[config.mk]
export PLATFORM = sky130hd
export DESIGN_NAME = serial_add_ctrl
export DESIGN_NICKNAME = d
export VERILOG_FILES = /design/src/rtl/serial_add_ctrl.sv
export SDC_FILE = /design/constraint.sdc
export NUM_CORES = 1
export LEC_CHECK = 0
export ABC_AREA = 0
export CORE_ASPECT_RATIO = 1.75
export CORE_MARGIN = 4
export CORE_UTILIZATION = 52
export CTS_BUF_LIST = sky130_fd_sc_hd__clkbuf_8
export CTS_CLUSTER_SIZE = 16
export DETAILED_ROUTE_END_ITERATION = 10
export GPL_TIMING_DRIVEN = 1
export PLACE_DENSITY_LB_ADDON = 0.08
export SLEW_MARGIN = 20
export SYNTH_ARGS = -nofsm -noshare
export SYNTH_HDL_FRONTEND = slang
export SYNTH_SLANG_ARGS = --single-unit
[constraint.sdc]
create_clock -name clk -period 2 [get_ports clk]
set_input_delay 0.4 -clock clk [delete_from_list [all_inputs] [get_ports clk]]
set_output_delay 0.4 -clock clk [all_outputs]
set_load 0.05 [all_outputs]
[src/rtl/serial_add_ctrl.sv]
// Bit-serial adder controller: streams two operands LSB-first through an
// external full-adder cell and assembles the sum and carry-out.
module serial_add_ctrl #(
  parameter int unsigned WIDTH = 8
) (
  input  logic             clk,
  input  logic             resetn,
  input  logic             start,
  input  logic [WIDTH-1:0] opa,
  input  logic [WIDTH-1:0] opb,
  input  logic             cin,
  output logic             fa_a,
  output logic             fa_b,
  output logic             fa_c,
  input  logic             fa_sum,
  input  logic             fa_carry,
  output logic             busy,
  output logic             done,
  output logic [WIDTH-1:0] sum,
  output logic             cout
);

  localparam int unsigned CW = $clog2(WIDTH);
  localparam logic [CW-1:0] LAST_BIT = CW'(WIDTH - 1);

  localparam logic [1:0] S_IDLE = 2'd0;
  localparam logic [1:0] S_RUN  = 2'd1;
  localparam logic [1:0] S_DONE = 2'd2;

  logic [1:0]       state,    state_nxt;
  logic [CW-1:0]    cnt,      cnt_nxt;
  logic [WIDTH-1:0] opa_sr,   opa_sr_nxt;
  logic [WIDTH-1:0] opb_sr,   opb_sr_nxt;
  logic [WIDTH-1:0] sum_sr,   sum_sr_nxt;
  logic             carry,    carry_nxt;
  logic [WIDTH-1:0] sum_nxt;
  logic             cout_nxt;
  logic             busy_nxt, done_nxt;
  logic             fa_a_nxt, fa_b_nxt, fa_c_nxt;

  // State and datapath registers
  always_ff @(posedge clk or negedge resetn) begin
    if (!resetn) begin
      state  <= S_IDLE;
      cnt    <= '0;
      opa_sr <= '0;
      opb_sr <= '0;
      sum_sr <= '0;
      carry  <= 1'b0;
      sum    <= '0;
      cout   <= 1'b0;
      busy   <= 1'b0;
      done   <= 1'b0;
      fa_a   <= 1'b0;
      fa_b   <= 1'b0;
      fa_c   <= 1'b0;
    end else begin
      state  <= state_nxt;
      cnt    <= cnt_nxt;
      opa_sr <= opa_sr_nxt;
      opb_sr <= opb_sr_nxt;
      sum_sr <= sum_sr_nxt;
      carry  <= carry_nxt;
      sum    <= sum_nxt;
      cout   <= cout_nxt;
      busy   <= busy_nxt;
      done   <= done_nxt;
      fa_a   <= fa_a_nxt;
      fa_b   <= fa_b_nxt;
      fa_c   <= fa_c_nxt;
    end
  end

  // Next-state, datapath and output decode
  always_comb begin
    state_nxt  = state;
    cnt_nxt    = cnt;
    opa_sr_nxt = opa_sr;
    opb_sr_nxt = opb_sr;
    sum_sr_nxt = sum_sr;
    carry_nxt  = carry;
    sum_nxt    = sum;
    cout_nxt   = cout;
    busy_nxt   = 1'b0;
    done_nxt   = 1'b0;
    fa_a_nxt   = 1'b0;
    fa_b_nxt   = 1'b0;
    fa_c_nxt   = 1'b0;

    case (state)
      S_IDLE: begin
        if (start) begin
          state_nxt  = S_RUN;
          opa_sr_nxt = opa;
          opb_sr_nxt = opb;
          carry_nxt  = cin;
          cnt_nxt    = '0;
        end
      end
      S_RUN: begin
        sum_sr_nxt = {fa_sum, sum_sr[WIDTH-1:1]};
        carry_nxt  = fa_carry;
        opa_sr_nxt = {1'b0, opa_sr[WIDTH-1:1]};
        opb_sr_nxt = {1'b0, opb_sr[WIDTH-1:1]};
        // Last bit: publish result; counter holds so it never wraps
        if (cnt == LAST_BIT) begin
          state_nxt = S_DONE;
          sum_nxt   = sum_sr_nxt;
          cout_nxt  = fa_carry;
        end else begin
          cnt_nxt = cnt + CW'(1);
        end
      end
      S_DONE: begin
        state_nxt = S_IDLE;
      end
      default: begin
        state_nxt = S_IDLE;
      end
    endcase

    // Outputs are registered images of the upcoming state
    busy_nxt = (state_nxt == S_RUN);
    done_nxt = (state_nxt == S_DONE);
    if (state_nxt == S_RUN) begin
      fa_a_nxt = opa_sr_nxt[0];
      fa_b_nxt = opb_sr_nxt[0];
      fa_c_nxt = carry_nxt;
    end
  end

endmodule

Word-level counts from Yosys, hierarchy flattened --
Cells that the tools add are included.
Operators by class: equal/unequal tests 6, reductions and logical operators 5, add/sub/neg operators 1, muxes and demuxes 15
Operator list (number):
- one-hot mux 8 bit (2 select lines) | 2
- two-way mux 8 bit | 2
- two-way mux 3 bit | 2
- one-hot mux 3 bit (2 select lines) | 1
- equality test 2 x 1 -> 1 bit, second input constant | 2
- two-way mux 1 bit | 4
- two-way mux 2 bit | 2
- inequality test 2 bit, second input constant | 2
- one-hot mux 2 bit (2 select lines) | 1
- AND reduction 2 bit | 2
- adder 3 x 1 -> 3 bit, second input constant | 1
- equality test 3 bit, second input constant | 1
- AND reduction 3 bit | 1
- equality test 2 bit, second input constant | 1
- zero test 2 bit | 1
- one-hot mux 1 bit (2 select lines) | 1
- nonzero test 2 bit | 1
Storage, ports and cells: output and inout bits 14, bits in registers 44, word-level logic and storage cells 42, input bits 22

Logic depth before layout (Yosys ltp) --
Gate-level depths: netlist of run 1.
depth after elaboration 5, depth in mapped cells 5, mapped depth without buffers 5

Worst setup path before layout of run 1 --
OpenSTA, ideal clock, no wires.
path kind register to register, from reg cnt[0], to reg cnt[0], cell stages (with the launch flop) 6, setup time 0.125 ns, buffers on the path 0, clock period less this slack 1.495 ns, slack 0.505 ns, required time 1.875 ns, arrival 1.370 ns, cells stage by stage dfrtp_1 > ha_1 > ha_1 > nor3b_2 > nor2_2 > mux2_4
On the way: word-level cells in the longest chain between the ends 3, elaborated cells on any way between the ends 6, those cells by class 1 x add/sub; 2 x eq/ne; 2 x mux; 1 x reduce/logical
Ends and longest elaborated chain:
- start: declaration | line 31 | logic [CW-1:0] cnt, cnt_nxt;
- start signal: assignment | line 59 | cnt <= cnt_nxt;
- adder 3 x 1 -> 3 bit or equality test 3 bit (tied branches) | line 111, 106
- two-way mux 3 bit or inequality test 2 bit (tied branches)
- one-hot mux 3 bit (2 select lines) or AND reduction 3 bit (tied branches)
Parallel ways exist; a longest one is shown, timed or not. The select of a mux whose other input is x is not followed. A chain may end at the register's enable or synchronous reset.

Worst setup path in the final report of run 1 --
from reg sum[7], to out sum[7]
RTL lines:
- start: declaration | line 19 | output logic [WIDTH-1:0] sum,
- start signal: assignment | line 64 | sum <= sum_nxt;
No word-level cell between the ends.

==> results of run 1 <==
==> state kept, by name, summed over array words and instances, names as in the netlist, 2 cells and up <==
name and cells:
opa_sr 8, opb_sr 8, state 2, sum 8
sum_sr 7, cnt 3
==> power breakdown <==
group / internal (uW) / switching, uW
Sequential: 1270 / 216
Clock: 239 / 274
Combinational: 774 / 1060
==> cells in the final DEF (no fill, tap or decap), types with 2 or more instances in the layout <==
cell	n
dfrtp_1	43
clkdlybuf4s50_1	34
nand2_1	25
a22o_1	14
a21o_1	12
mux2_2	7
buf_4	6
clkbuf_8	5
o22ai_1	4
nor2_1	4
o32ai_1	3
o21ai_0	3
nor3_1	3
ha_1	3
clkinv_2	3
nand2b_1	2
inv_1	2
nor2b_1	2
mux2_1	2
==> through the flow <==
stage | setup slack, ns | hold slack [ns]
CTS | 0.132 | 0.0269
detailed placement | 0.115 | 0.348
global placement | 0.157 | 0.339
global route | 0.0822 | 0.0347
finish | 0.153 | 0.0264
floorplan | 0.505 | 0.104
==> per-layer routing <==
metal  GRT usage  vias up  routed length (um)
met5           0        -                   0
met4      0.0721        0                  94
met3      0.0580        9                 155
met2       0.328       37                1870
met1       0.171      613                1280
li1            -      592                   -
==> worst paths after layout <==
kind,startpoint,to,cells after the start
min in group clk,opa_sr[1],opa_sr[1],1
min reg2reg,opa_sr[1],opa_sr[1],1
max in group asynchronous,resetn,sum[1],2
min,resetn,cout,1
max,sum[7],sum[7],1
max reg2reg,state[1],opb_sr[2],4
==> cell families (layout without fill, tap and decap cells) <==
family	Yosys count	after routing
fa+ha+maj	3	3
simple gates	44	44
compound gates	36	36
buf+inv	9	51
mux	10	10
flops	43	43
==> cell type report <==
| type | instances | area (um^2) | share of cell area |
|---|---|---|---|
| Tap cell | 43 | 53.8 | 0.0238 |
| Multi-Input combinational cell | 93 | 652 | 0.288 |
| Clock buffer | 5 | 68.8 | 0.0304 |
| Sequential cell | 43 | 1080 | 0.475 |
| Timing Repair Buffer | 41 | 390 | 0.172 |
| Clock inverter | 3 | 15.0 | 0.00663 |
| Inverter | 2 | 7.51 | 0.00332 |
==> impl_results.md, run 1 <==
- Outcome: finished, final reports clean
- Nets: approximately 210
- Gr usage total: 0.177
- Sequential fraction of the synthesis area: 0.604
- DIE HEIGHT: 85.4 um
- Max cap viols: 0
- P&R area growth vs syn: 27.1%
- Vias in the first global route: around 1300
- Starting DRT DRC Count: 14
- Die area: 0.00446 mm^2
- Later-pin clock latency in the skew report: 0.29 ns
- Drt pass-1 iters: 4
- Crit path arrival time: about 1.5 ns
- CP Launch Type: flip-flop
- Area contributors post-synth: dfrtp_1 60%, a22o_1 6.9%, nand2_1 5.3%, a21o_1 5.1%, mux2_2 4.4%
- Final core utilization: 0.705
- Cell count after synthesis: approximately 150
- Most common cell in the netlist: dfrtp_1
- CP Buf/Inv Count: 1
- Compound-Gate Fraction of Synth Area: 0.157
- Main combinational cell family by area after synthesis: compound AO/OA/AOI/OAI gates
- Netlist cell types: 27
- Leak Pwr: roughly 0.0011 uW
- Clk pin slew, worst setup/hold paths: 0.08 ns
- Top cells by count, synth: 43 x dfrtp_1, 25 x nand2_1, 14 x a22o_1
- Critical path's largest stage delay: 0.81 ns
- Placed Area: 0.00218 mm^2
- Hold Fails Final Rpt: 0
- #FFs+latches synth: 43
- FILL cells: 242
- Die width: 52.2 um
- Rows: 27
- Wire length per cell: around 15 um
- Post-synth top area share: 0.604
- CP max FO: 2
- Syn avg cell area: 12.3 um^2
- DP HPWL: around 2500 um
- Area fraction in and, or, nand and nor cells after synthesis: 0.123
- Post-synthesis xor/xnor area fraction: 0
- Final instance area: 0.00226 mm^2
- Worst Path Required: 1.60 ns
- Crit. End Element: output port
- Relative max-transition margin: 0.515
- Placer Congestion: about 0.72
- Residual DRC: 0
- Congestion Overflow GR: 0
- Clock Tree Buf Depth: 2
- Port buffer count: 35
- H-Tree Depth: 2
- EDFF count, synth: 0
- Power, Total: about 3800 uW
- Fin. max-slew vios: 0
- Setup Fix Bufs, Post-CTS: 0
- Ys async rst share: 1.00
- Synth warn: 0
- Multiplexer share of the synthesized area: 0.0654
- CP top delay family: buffers and inverters
- Antenna-violating nets left: 0
- Setup TNS: 0 ns
- Detailed-route via count: 1251
- Final min period: 1.85 ns
- Largest net degree at the start of global routing: 19
- CTS tree: built
- Vias per inst: 5.44
- Mapped Nets: 170
- First-pass GRT wire length: roughly 5800 um
- Final wirelength: about 3400 um
- FF-to-FF setup slack: 0.35 ns
- CP Cell Sequence: clkdlybuf4s50_1
- Layout cell share with drive strength beyond 1: 0.150
- RSZ-0062 raised after global routing: no
- Non-filler cells, final: 230
- Initial antenna violation count: 0
- Number of diodes: 0
- Core area: around 0.0032 mm^2
- VDD IR-drop max: 1.22 mV
- Num ports: 36
- Mapped Area: 0.00178 mm^2
- Min-delay worst type: in -> async
- Layout Skew: approximately 0.0043 ns
- Num CTS Buffers: 5
- Initial Utilization: 0.555
- Synth Area in Adders: 0.0211
- Final setup violation count: 0
- CTS Hold Bufs: 0
- Fmax: 0.541 GHz
- Final Cycle Share: 0.923
- Clock sink count: 43
- Most used flip-flop cell after synthesis: dfrtp_1
- Post-synth top area cell: dfrtp_1
- Placed insts: 222
- Clk Tree Root Cell: clkbuf_8
- Power per Cell Area: 1690 mW/mm^2
- Critical path's slowest cell: clkdlybuf4s50_1
- Crit path kind: reg -> out
- Worst-margin pin slew: 0.726 ns
- Post-CTS Resized: 0
No activity file was read; power rests on OpenSTA's default activity.
==> inputs of run 2 (changes only) <==
- CTS_BUF_LIST: sky130_fd_sc_hd__clkbuf_8 -> sky130_fd_sc_hd__clkbuf_4
==> impl_results.md, run 2 (synthesis gave the netlist of run 1 again) <==
- Relative max-transition margin: 0.514 (-0.000531)
- Placed insts: 222 (unchanged)
- Initial antenna violation count: 0 (unchanged)
- Final min period: 1.91 ns (+0.0649 ns)
- GR peak layer: met2
- First-pass GRT wire length: 5870 um (+0.60%)
- Commonest non-fill, non-tap cell in the layout: dfrtp_1
- Clock sink count: 43 (unchanged)
- Met3 usage: 0.0422 (-0.0158)
- Die width: 52.2 um (unchanged)
- Power per Cell Area: 1650 mW/mm^2 (-2.5%)
- Final Cycle Share: 0.956 (+0.0325)
- Rows: 27 (unchanged)
- Wire length per cell: 14.7 um (about the same)
- CP max FO: 2 (unchanged)
- Reg2reg start: state[1]
- Layout Skew: 0.00605 ns (+0.00174 ns)
- Worst-margin pin slew: 0.726 ns (+0.000793 ns)
- Clk pin slew, worst setup/hold paths: 0.12 ns (+0.04 ns)
- Clock Tree Buf Depth: 2 (unchanged)
- Final wirelength: 3410 um (+0.38%)
- Min-delay worst type: reg -> reg
- Die area: 0.00446 mm^2 (unchanged)
- Residual DRC: 0 (unchanged)
- Switching Share: 0.414 (+0.00972)
- P&R area growth vs syn: 26.1%
- Clk Tree Root Cell: clkbuf_4
- Fin. max-slew vios: 0 (unchanged)
- NetSw: 1540 uW (-0.95%)
- Gr usage total: 0.176 (-0.000355)
- CP top delay family: buffers and inverters
- Setup TNS: 0 ns (unchanged)
- Number of diodes: 0 (unchanged)
- DP HPWL: 2540 um (unchanged)
- Largest net degree at the start of global routing: 19 (unchanged)
- Port buffer count: 35 (unchanged)
- Detailed-route via count: 1256 (+0.40%)
- Vias in the first global route: 1361 (+1.3%)
- Clk pwr share: 0.106 (-0.028)
- Combinational share of power: 0.494 (+0.015)
- Num CTS Buffers: 5 (unchanged)
- Critical path's slowest cell: clkdlybuf4s50_1
- Crit path kind: reg -> out
- Final setup violation count: 0 (unchanged)
- Placer Congestion: 0.719 (unchanged)
- Critical path's largest stage delay: 0.81 ns (about the same)
- Antenna-violating nets left: 0 (unchanged)
- CP Cell Sequence: clkdlybuf4s50_1
- Worst Setup SP: sum[1]
- Biggest registers after layout: opa_sr x8, opb_sr x8, sum x8
- Hold wc startpoint: opa_sr[1]
- Congestion Overflow GR: 0 (unchanged)
- Starting DRT DRC Count: 14 (unchanged)
- Crit. End Element: output port
- DIE HEIGHT: 85.4 um (unchanged)
- CP Launch Type: flip-flop
- Cell Int Power: 2170 uW (-4.9%)
- Drt pass-1 iters: 4 (unchanged)
- Non-filler cells, final: 231 (+0.43%)
- Fmax: 0.523 GHz (-3.4%)
- Crit path arrival time: 1.51 ns (+0.06 ns)
- Leak Pwr: 0.00111 uW (about the same)
- Vias per inst: 5.44 (about the same)
- GR Layer Usage met1: 0.171 (unchanged)
- Setup Fix Bufs, Post-CTS: 0 (unchanged)
- Most frequent cells in the layout: 43 x dfrtp_1, 33 x clkdlybuf4s50_1, 25 x nand2_1, 14 x a22o_1, 12 x a21o_1
- Hold Fails Final Rpt: 0 (unchanged)
- CP Buf/Inv Count: 1 (unchanged)
- M2 GR Usage: 0.330 (+0.00229)
- Max cap viols: 0 (unchanged)
- Nets: 212 (+0.47%)
- Initial Utilization: 0.555 (unchanged)
- Sequential power share: 0.400 (+0.012)
- Core area: 0.00321 mm^2 (unchanged)
- Layout cell share with drive strength beyond 1: 0.149 (-0.000796)
- Worst Path Required: 1.60 ns (about the same)
- CTS tree: built
- Outcome: finished, final reports clean
- Num ports: 36 (unchanged)
- H-Tree Depth: 2 (unchanged)
- Later-pin clock latency in the skew report: 0.34 ns (+0.05 ns)
- RSZ-0062 raised after global routing: no
- VDD IR-drop max: 1.05 mV (-14%)
[run 2: routing by layer]
metal,vias to the layer above,wire length [um]
met2,43,1880
met4,0,106
li1,596,-
met5,-,0
met3,11,167
met1,606,1250
[run 2: final timing paths]
path | cells past startpoint | to | slack (ns)
setup / recovery | 1 | sum[1] | 0.09
hold / removal | 1 | opa_sr[1] | 0.49
setup reg to reg | 4 | opb_sr[1] | 0.34
hold reg to reg | 1 | opa_sr[1] | 0.49
max in group asynchronous | 3 | sum[1] | 0.97
min in group asynchronous | 2 | cout | 0.51
[run 2: repair_timing]
action,4_1_cts,5_1_grt
endpoints found under the hold margin,16,0
hold buffers,1,0
endpoints found under the setup margin,0,1
gates resized for setup,0,1
[run 2: stage by stage]
stage          total power, uW  area [um^2]  hold WS (ns)  setup WS, ns  utilization
2_1_floorplan             2820         1780         0.104         0.505            -
3_3_place_gp              3280         2180         0.339         0.157        0.679
3_5_place_dp              3370         2180         0.348         0.115        0.679
4_1_cts                   3770         2240         0.484        0.0530        0.699
5_1_grt                   4000         2240         0.504       0.00618        0.699
6_report                  3710         2240         0.491        0.0881        0.699
[run 2: layout make-up]
cell class	count	area, um^2
flip-flops and latches	43	1080
fillers	248	965
multi-input cells	93	652
repair buffers	42	403
well taps	43	53.8
clock buffers	5	37.5
clock inverters	3	15.0
inverters	2	7.51
[run 2: worst reg2reg max path: stages (launching register included)]
cell and delay [ns]:
dfrtp_1 0.49, nor2b_1 0.13, buf_4 0.20, nor2_1 0.57, a21o_1 0.22
[run 2: power by group through the flow]
| stage | registers (uW) | clock network, uW | logic [uW] |
|---|---|---|---|
| floorplan | 1910 | 0 | 907 |
| global placement | 1480 | 0 | 1800 |
| detailed placement | 1510 | 0 | 1860 |
| CTS | 1490 | 417 | 1860 |
| global route | 1530 | 461 | 2000 |
| finish | 1480 | 393 | 1830 |
==> inputs of run 3 (changes only) <==
- ABC_AREA: 0 -> 1
- CORE_ASPECT_RATIO: 1.75 -> 1.5
- CORE_MARGIN: 4 -> 3
- CORE_UTILIZATION: 52 -> 53
==> impl_results.md, run 3 <==
- CTS tree: built
- Rows: 26 (-3.7%)
- Clock Tree Buf Depth: 2 (unchanged)
- Min-delay worst type: in -> async
- CTS Hold Bufs: 0 (-1)
- Met1 Wirelength: 1540 um (+23%)
- Power per Cell Area: 1480 mW/mm^2 (-11%)
- Sequential power share: 0.419 (+0.019)
- Die area: 0.00440 mm^2 (-1.4%)
- Placed insts: 279 (+26%)
- Num CTS Buffers: 5 (unchanged)
- Worst-margin pin slew: 0.544 ns (-0.183 ns)
- Fmax: 0.520 GHz (-0.62%)
- Relative max-transition margin: 0.638 (+0.124)
- Crit path arrival time: 1.52 ns (about the same)
- First-pass GRT wire length: 6150 um (+4.9%)
- Post-synth top area cell: dfrtp_1
- CP max FO: 2 (unchanged)
- Final wirelength: 3550 um (+4.2%)
- Non-filler cells, final: 287 (+24%)
- Combinational share of power: 0.466 (-0.028)
- Commonest non-fill, non-tap cell in the layout: nand2_1
- Setup TNS: 0 ns (unchanged)
- Final Cycle Share: 0.962 (+0.00592)
- Biggest registers after layout: opa_sr x8, opb_sr x8, sum x8
- VDD IR-drop max: 0.945 mV (-9.6%)
- Initial Utilization: 0.557 (+0.00255)
- Cell count after synthesis: 208 (+43%)
- Clock sink count: 43 (unchanged)
- Layout cell share with drive strength beyond 1: 0.110 (-0.0387)
- Most used flip-flop cell after synthesis: dfrtp_1
- Nets: 269 (+27%)
- DP HPWL: 2570 um (+0.88%)
- H-Tree Depth: 2 (unchanged)
- Crit path kind: reg -> out
- Synth warn: 0 (unchanged)
- Outcome: finished, final reports clean
- Critical path's slowest cell: clkdlybuf4s50_1
- EDFF count, synth: 0 (unchanged)
- Final instance area: 0.00232 mm^2 (+3.3%)
- Final setup violation count: 0 (unchanged)
- RSZ-0062 raised after global routing: no
- Num ports: 36 (unchanged)
- Layout Skew: 0.00796 ns (+0.00191 ns)
- Most frequent cells in the layout: 59 x nand2_1, 43 x dfrtp_1, 33 x clkdlybuf4s50_1, 30 x nand3_1, 21 x inv_1
- Residual DRC: 0 (unchanged)
- Ys async rst share: 1.00 (unchanged)
- Vias per inst: 5.11 (-5.9%)
- Congestion Overflow GR: 0 (unchanged)
- CP Buf/Inv Count: 1 (unchanged)
- Placed Area: 0.00226 mm^2 (+3.9%)
- DR top layer: met4
- Number of diodes: 0 (unchanged)
- Starting DRT DRC Count: 27 (+13)
- DIE HEIGHT: 79.8 um (-6.6%)
- Vias in the first global route: 1491 (+9.6%)
- Fin. max-slew vios: 0 (unchanged)
- Clk Tree Root Cell: clkbuf_4
- DR WL met2: 1790 um (-5.2%)
- Power, Total: 3430 uW (-7.5%)
- Largest net degree at the start of global routing: 44 (+25)
- Final min period: 1.92 ns (+0.0118 ns)
- CP Cell Sequence: clkdlybuf4s50_1
- Routed wl met3: 171 um (+2.4%)
- Critical path's largest stage delay: 0.81 ns (about the same)
- Placer Congestion: 0.769 (+7.0%)
- NetSw: 1520 uW (-0.96%)
- Mapped Area: 0.00192 mm^2 (+7.9%)
- Detailed-route via count: 1468 (+17%)
- Post-synth top area share: 0.560 (-0.0445)
- Sequential fraction of the synthesis area: 0.560 (-0.0445)
- Initial antenna violation count: 0 (unchanged)
- Leak Pwr: 0.00115 uW (+3.4%)
- Switching Share: 0.444 (+0.0295)
- Clk pwr share: 0.116 (+0.010)
- Hold Fails Final Rpt: 0 (unchanged)
- #FFs+latches synth: 43 (unchanged)
- Most common cell in the netlist: nand2_1
- Final core utilization: 0.673 (-0.0267)
- Cell Int Power: 1910 uW (-12%)
- Netlist cell types: 20 (-26%)
- Mapped Nets: 233 (+37%)
- Crit. End Element: output port
- Syn avg cell area: 9.24 um^2 (-25%)
- Drt pass-1 iters: 4 (unchanged)
- Max cap viols: 0 (unchanged)
- Later-pin clock latency in the skew report: 0.34 ns (about the same)
- Wire length per cell: 12.4 um (-16%)
- CP Launch Type: flip-flop
- Antenna-violating nets left: 0 (unchanged)
- Port buffer count: 35 (unchanged)
- Worst Path Required: 1.60 ns (about the same)
- CP top delay family: buffers and inverters
- Top cells by count, synth: 59 x nand2_1, 43 x dfrtp_1, 30 x nand3_1
- Core area: 0.00345 mm^2 (+7.4%)
- Clk pin slew, worst setup/hold paths: 0.12 ns (about the same)
- Gr usage total: 0.190 (+0.0135)
- Area contributors post-synth: dfrtp_1 56%, nand2_1 12%, nand3_1 7.8%, inv_1 4.1%, o21ai_2 4.1%
- P&R area growth vs syn: 20.7%
- Die width: 55.2 um (+5.6%)
-- run 3: cell count changes in the layout (fill, tap and decap cells not counted), moves of 4 or more --
cell	before	now
a21o_1	12	0
mux2_2	7	0
buf_4	6	2
o22ai_1	4	0
o21ai_0	3	10
inv_1	2	21
o21ai_2	0	9
a22o_1	14	0
nand2_1	25	59
nand3_1	0	30
nor2_1	4	13
-- run 3: through the flow --
stage          hold slack, ns  setup slack [ns]
2_1_floorplan           0.104             0.716
3_3_place_gp            0.456             0.297
5_1_grt                 0.128           0.00305
4_1_cts                 0.116            0.0245
3_5_place_dp            0.460             0.268
6_report               0.0990            0.0763
-- run 3: cells by family (layout without fill, tap and decap cells) --
family | Yosys count | in the layout | synth area share
AND/OR/NAND/NOR | 110 | 110 | 0.262
flip-flops | 43 | 43 | 0.560
buffers and inverters | 31 | 68 | 0.0853
AO/OA/AOI/OAI | 21 | 21 | 0.0736
adder cells (fa/ha/maj) | 3 | 3 | 0.0195
-- run 3: path summary, 6_finish.rpt --
check	from	to	slack [ns]	cells past startpoint
min in group clk	opb_sr[7]	opb_sr[7]	0.48	2
worst min register to register	opb_sr[7]	opb_sr[7]	0.48	2
worst max-delay path	sum[6]	sum[6]	0.08	1
worst max register to register	state[0]	fa_c	0.53	5
worst min-delay path	resetn	opb_sr[4]	0.1	2
max in group asynchronous	resetn	opa_sr[5]	1.52	2
-- run 3: layout make-up --
cell class              count  area, um^2
fillers                   309        1130
flip-flops and latches     43        1080
multi-input cells         134         682
repair buffers             37         363
inverters                  23        93.8
well taps                  42        52.6
clock buffers               6        45.0
clock inverters             2        7.51
-- run 3: power groups by stage --
| stage | registers (uW) | logic [uW] | clock network [uW] |
|---|---|---|---|
| floorplan | 1770 | 884 | 0 |
| global placement | 1440 | 1570 | 0 |
| detailed placement | 1450 | 1610 | 0 |
| CTS | 1440 | 1620 | 411 |
| global route | 1480 | 1760 | 445 |
| finish | 1440 | 1600 | 396 |
-- run 3: repair_timing --
action / 4_1_cts / 5_1_grt
gates resized for setup: 0 / 1
buffers inserted: 0 / 0
endpoints found under the setup margin: 0 / 1
-- run 3: layer usage --
layer,global-route usage,vias to the layer above
li1,-,728
met1,0.227,703
met2,0.322,32
met3,0.0505,5
met4,0.0584,0
met5,0,-
